### config.mk
export PLATFORM = sky130hd
export DESIGN_NAME = score_sequencer
export DESIGN_NICKNAME = d
export VERILOG_FILES = /design/src/rtl/score_sequencer.sv
export SDC_FILE = /design/constraint.sdc
export NUM_CORES = 1
export LEC_CHECK = 0
export CAP_MARGIN = 0
export CORE_ASPECT_RATIO = 0.75
export CORE_MARGIN = 4
export CORE_UTILIZATION = 56
export DETAILED_ROUTE_END_ITERATION = 10
export GPL_ROUTABILITY_DRIVEN = 0
export PLACE_DENSITY = 0.95
export RECOVER_POWER = 100
export SYNTH_ARGS = -nofsm -noshare
export SYNTH_HDL_FRONTEND = slang
export SYNTH_SLANG_ARGS = --single-unit
### constraint.sdc
create_clock -name sys_clk -period 3 [get_ports sys_clk]
set_input_delay 0.6 -clock sys_clk [delete_from_list [all_inputs] [get_ports sys_clk]]
set_output_delay 0.6 -clock sys_clk [all_outputs]
set_load 0.01 [all_outputs]
### src/rtl/score_sequencer.sv
// Two-voice score player: fetches 21-bit event words from a synchronous ROM and drives note/rest per voice.
// First note lands two edges after start; all timing is paced by next_val (no backpressure on the ROM side).
module score_sequencer #(
  parameter int ADDR_W    = 8,
  parameter int TICK_DIV  = 480,
  parameter int GAP_TICKS = 2
) (
  input  logic              sys_clk,
  input  logic              sys_rst_n,
  input  logic              next_val,
  input  logic              start,
  input  logic              stop,
  input  logic              loop_en,
  output logic [ADDR_W-1:0] rom_addr,
  input  logic [20:0]       rom_data,
  output logic [6:0]        noteA,
  output logic              restA,
  output logic [6:0]        noteB,
  output logic              restB,
  output logic              busy,
  output logic              done
);

  localparam int PW = (TICK_DIV > 1) ? $clog2(TICK_DIV) : 1;
  localparam logic [PW-1:0] PRE_LAST = PW'(TICK_DIV - 1);
  localparam logic [10:0]   GAP_EDGE = 11'(GAP_TICKS + 1);

  typedef enum logic [1:0] {IDLE, FETCH, LOAD, HOLD} state_t;

  state_t            state_q, state_d;
  logic [ADDR_W-1:0] addr_q, addr_d;
  logic [PW-1:0]     pre_q, pre_d;
  logic [10:0]       cnt_q, cnt_d;
  logic [6:0]        note_a_q, note_a_d, note_b_q, note_b_d;
  logic              rest_a_q, rest_a_d, rest_b_q, rest_b_d;
  logic              voice_q, voice_d;
  logic              busy_q, busy_d, done_q, done_d;
  logic              tick;

  logic        w_end, w_voice, w_rest;
  logic [6:0]  w_note;
  logic [10:0] w_dur;

  assign w_end   = rom_data[20];
  assign w_voice = rom_data[19];
  assign w_rest  = rom_data[18];
  assign w_note  = rom_data[17:11];
  assign w_dur   = rom_data[10:0];

  assign tick = (state_q != IDLE) && next_val && (pre_q == PRE_LAST);

  always_comb begin
    state_d  = state_q;
    addr_d   = addr_q;
    pre_d    = pre_q;
    cnt_d    = cnt_q;
    note_a_d = note_a_q;
    note_b_d = note_b_q;
    rest_a_d = rest_a_q;
    rest_b_d = rest_b_q;
    voice_d  = voice_q;
    busy_d   = busy_q;
    done_d   = done_q;

    if (state_q != IDLE && next_val) begin
      pre_d = (pre_q == PRE_LAST) ? '0 : pre_q + PW'(1);
    end

    case (state_q)
      IDLE: begin
        if (start && !stop) begin
          state_d = FETCH;
          addr_d  = '0;
          pre_d   = '0;
          busy_d  = 1'b1;
          done_d  = 1'b0;
        end
      end
      FETCH: state_d = LOAD;
      LOAD: begin
        if (w_end) begin
          if (loop_en) begin
            addr_d  = '0;
            state_d = FETCH;
          end else begin
            rest_a_d = 1'b1;
            rest_b_d = 1'b1;
            busy_d   = 1'b0;
            done_d   = 1'b1;
            state_d  = IDLE;
          end
        end else begin
          voice_d = w_voice;
          if (w_voice) begin
            note_b_d = w_note;
            rest_b_d = w_rest;
          end else begin
            note_a_d = w_note;
            rest_a_d = w_rest;
          end
          addr_d = addr_q + ADDR_W'(1);
          // A tick landing in this cycle is deliberately not applied to the new duration.
          if (w_dur == 11'd0) begin
            state_d = FETCH;
          end else begin
            cnt_d   = w_dur;
            state_d = HOLD;
          end
        end
      end
      HOLD: begin
        if (tick) begin
          cnt_d = cnt_q - 11'd1;
          if (cnt_q == 11'd1) state_d = FETCH;
          // Articulation gap: silence the current voice from here until its next word loads.
          if (GAP_TICKS > 0 && cnt_q == GAP_EDGE) begin
            if (voice_q) rest_b_d = 1'b1;
            else         rest_a_d = 1'b1;
          end
        end
      end
      default: state_d = IDLE;
    endcase

    if (stop && state_q != IDLE) begin
      state_d  = IDLE;
      addr_d   = addr_q;
      cnt_d    = cnt_q;
      note_a_d = note_a_q;
      note_b_d = note_b_q;
      voice_d  = voice_q;
      rest_a_d = 1'b1;
      rest_b_d = 1'b1;
      busy_d   = 1'b0;
      done_d   = done_q;
    end
  end

  always_ff @(posedge sys_clk or negedge sys_rst_n) begin
    if (!sys_rst_n) begin
      state_q  <= IDLE;
      addr_q   <= '0;
      pre_q    <= '0;
      cnt_q    <= '0;
      note_a_q <= 7'd64;
      note_b_q <= 7'd64;
      rest_a_q <= 1'b1;
      rest_b_q <= 1'b1;
      voice_q  <= 1'b0;
      busy_q   <= 1'b0;
      done_q   <= 1'b0;
    end else begin
      state_q  <= state_d;
      addr_q   <= addr_d;
      pre_q    <= pre_d;
      cnt_q    <= cnt_d;
      note_a_q <= note_a_d;
      note_b_q <= note_b_d;
      rest_a_q <= rest_a_d;
      rest_b_q <= rest_b_d;
      voice_q  <= voice_d;
      busy_q   <= busy_d;
      done_q   <= done_d;
    end
  end

  assign rom_addr = addr_q;
  assign noteA    = note_a_q;
  assign restA    = rest_a_q;
  assign noteB    = note_b_q;
  assign restB    = rest_b_q;
  assign busy     = busy_q;
  assign done     = done_q;

endmodule

==> run_results.csv <==
group,metric,value,unit
clocking,cts_buffers,5,
sta,setup_viol,0,
clocking,cts_max_level,2,
setup_path,reg2reg_slack,0.52,ns
status,status,"complete, no violations",
clocking,postCtsHoldBufs,0,
sta,finalHoldViolations,0,
grt,use_met3,7.34,%
power,switching_share,38.1,%
sta,min_period,2.48,ns
clocking,ctsLongestPathBuffers,2,
sta,fin_crit_sh,82.7,%
grt,met2_usage,42.7,%
floorplanning,dieArea,0.00598,sq mm
route,wl_per_cell,17.9,um
sta,max_freq,403,MHz
route,ant_nets,0,
route,drt_iter0_drc,208,
clocking,clkLatencyLatePin,0.32,ns
grt,grt_pass1_wl,11500,um
synthesis,synth.top_cells.by_count,"dfrtp_1, nor2_1, a21oi_1, nand2_1, mux2_1",
synthesis,synth_area_leader_cell,"dfrtp_1",
clocking,cts.clk_slew.worst_paths,0.10,ns
setup_path,crit_arrival,2.70,ns
synthesis,ys_types,49,
setup_path,reg2reg_to,"cnt_q[0]$_DFFE_PN0P_",
clocking,numClockSinks,49,
place,port-buffer-count,52,
setup_path,reg2reg_from,"state_q[0]$_DFFE_PN0P_",
sta,max_slew_margin,30.7,%
grt,grt_pass1_vias,2373,
synthesis,ys_seq_area_share,45.9,%
synthesis,netlist_instances,274,
grt,grt_usage,25.3,%
power,seqPwrFrac,42.9,%
clocking,post_cts_resize_count,0,
setup_path,crit_type,"flop to flop",
place,hpwl,4640,um
route,vias,2345,
final_layout,instances_no_fill,385,
synthesis,synth-edff-count,0,
synthesis,ys_ff_latch,49,
setup_path,required,3.22,ns
final_layout,finalNetCount,363,
sta,slew_viol_final,0,
synthesis,syn_area,0.00269,sq mm
route,dr.pass1.iters,5,
sta,worst_slack,0.519,ns
power,switchingPower,985,uW
sta,setup_tns,0,ns
power,power.leakage,0.00149,uW
setup_path,worstPathMaxFanout,22,
sta,clock_skew,0.0110,ns
synthesis,synth_top_area_share,41.9,%
power,intPower,1600,uW
route,vias_per_cell,6.09,
setup_path,cp-start-kind,"flop",
floorplanning,num_io_pins,53,
power,pwr-share-clk,19.6,%
synthesis,async_flop_share,100,%
place,place_ws,0.380,ns
clocking,cts_tree,"done",
grt,grtUsageMet1,31.6,%
route,wl,6890,um
clocking,post_cts_buffers,0,
setup_path,end_kind,"flop",
grt,grt_antenna_before_repair,0,
synthesis,synth.most_common_cell,"dfrtp_1",
place,placed_cells,377,
setup_path,ff2ff_path_depth,7,
worst_hold_path,hp-class,"primary input to asynchronous set/reset pin",
job,drv_cap,0,
floorplanning,die_h,68.0,um
power,p_per_area,770,mW/mm^2
grt,grt_max_degree,49,
floorplanning,die_w,88.0,um
sta,tightest_slew,1.04,ns
floorplanning,num_rows,21,
synthesis,synth_flop_cell,"dfrtp_1",
power,share_comb_of_total_power,37.5,%
sta,rsz0062_at_grt,"false",
route,drc,0,
synthesis,syn_avg_cell_area,9.80,sq um
floorplanning,start_util,59.1,%
synthesis,synth_nets,310,
sta,hold_slack,0.459,ns
grt,grt_overflow_total,0,
final_layout,syn2layout_area_growth,24.9,%
final_layout,drive_gt1_share,6.10,%
power,ir_drop,0.000572,V
floorplanning,coreArea,0.00455,sq mm
final_layout,num_antenna_cells,0,
grt,top_usage_layer,"met2",
synthesis,yosys_warnings,0,
clocking,clockRootBuffer,"clkbuf_8",
synthesis,synthTopCellsByArea,"dfrtp_1, mux2_1, ha_1",
==> metal layers <==
layer / wire (um) / vias to the layer above
met5: 0 / -
met4: 181 / 0
met3: 467 / 20
met2: 3380 / 101
met1: 2860 / 1127
li1: - / 1097
==> power groups by stage <==
stage / Combinational (uW) / Clock (uW) / Sequential [uW]
2_1_floorplan: 536 / 0 / 1110
3_3_place_gp: 952 / 0 / 1090
3_5_place_dp: 996 / 0 / 1110
4_1_cts: 1020 / 513 / 1110
5_1_grt: 1070 / 545 / 1140
6_report: 969 / 508 / 1110
==> cell families after synthesis <==
group                      share of synthesized area [%]
AOI/OAI and AO/OA                                   15.3
xor gates and xnor gates                            3.59
adders and majority gates                           4.19
buffers and inverters                               2.94
DFF                                                 45.9
muxes                                               7.36
and+or+nand+nor                                     20.8
==> per-stage QoR <==
stage | utilization, % | instance area, sq um | total power, uW
3_5_place_dp | 72.0 | 3270 | 2100
5_1_grt | 73.8 | 3350 | 2750
2_1_floorplan | - | 2690 | 1650
3_3_place_gp | 72.0 | 3270 | 2040
6_report | 73.8 | 3350 | 2580
4_1_cts | 74.6 | 3390 | 2640
==> critical path, cell delays in order, from the launching register on <==
cell and delay [ns]:
dfrtp_1 0.40, inv_1 0.09, ha_1 0.30, nand2b_1 0.20, nor4_1 0.63, o221ai_1 0.26
buf_12 0.21, o31ai_1 0.29
==> final cells by class <==
| type | instances | area (sq um) |
|---|---|---|
| tap | 57 | 71.3 |
| fill | 313 | 1190 |
| timing repair buffer | 56 | 551 |
| inverter | 10 | 37.5 |
| multi-input combinational | 205 | 1350 |
| clock buffer | 5 | 68.8 |
| clock inverter | 3 | 47.5 |
| sequential | 49 | 1230 |
==> flip-flops by register name, summed over array words and instances, names as in the netlist <==
name and flops:
busy 1, state_q 2, done 1, cnt_q 11
restB 1, noteB 7, voice_q 1, pre_q 9
restA 1, rom_addr 8, noteA 7
==> worst max-delay path by stage <==
stage,end,startpoint,slack [ns],cells past startpoint
after floorplan,cnt_q[6]$_DFFE_PN0P_,state_q[0]$_DFFE_PN0P_,1.12,7
after global placement,cnt_q[7]$_DFFE_PN0P_,rom_data[2],0.54,7
after detailed placement,cnt_q[7]$_DFFE_PN0P_,rom_data[2],0.38,7
after CTS,cnt_q[7]$_DFFE_PN0P_,rom_data[2],0.66,7
after global routing,cnt_q[5]$_DFFE_PN0P_,state_q[0]$_DFFE_PN0P_,0.33,8
final,cnt_q[0]$_DFFE_PN0P_,state_q[0]$_DFFE_PN0P_,0.52,7
==> layout by cell type (no fill, tap or decap), drive strengths merged, types with 2 or more instances in the layout <==
cell type      instances
dfstp                  4
buf                    3
a22o                   4
nand2                 19
dlygate4sd3           26
or4                    2
o21ai                 16
and3                   5
nand2b                 6
inv                   11
xor2                   6
o22a                   4
o31ai                  2
a31oi                  6
a21oi                 19
nor3                  10
nand3                  4
or3                    4
clkbuf                 7
nor4                   8
clkdlybuf4s50         25
mux2                  14
xnor2                  5
nor2b                  7
mux2i                  4
nand4                  5
ha                     9
dfrtp                 45
nor2                  29
o211ai                 2
No activity file was read; power rests on OpenSTA's default activity.
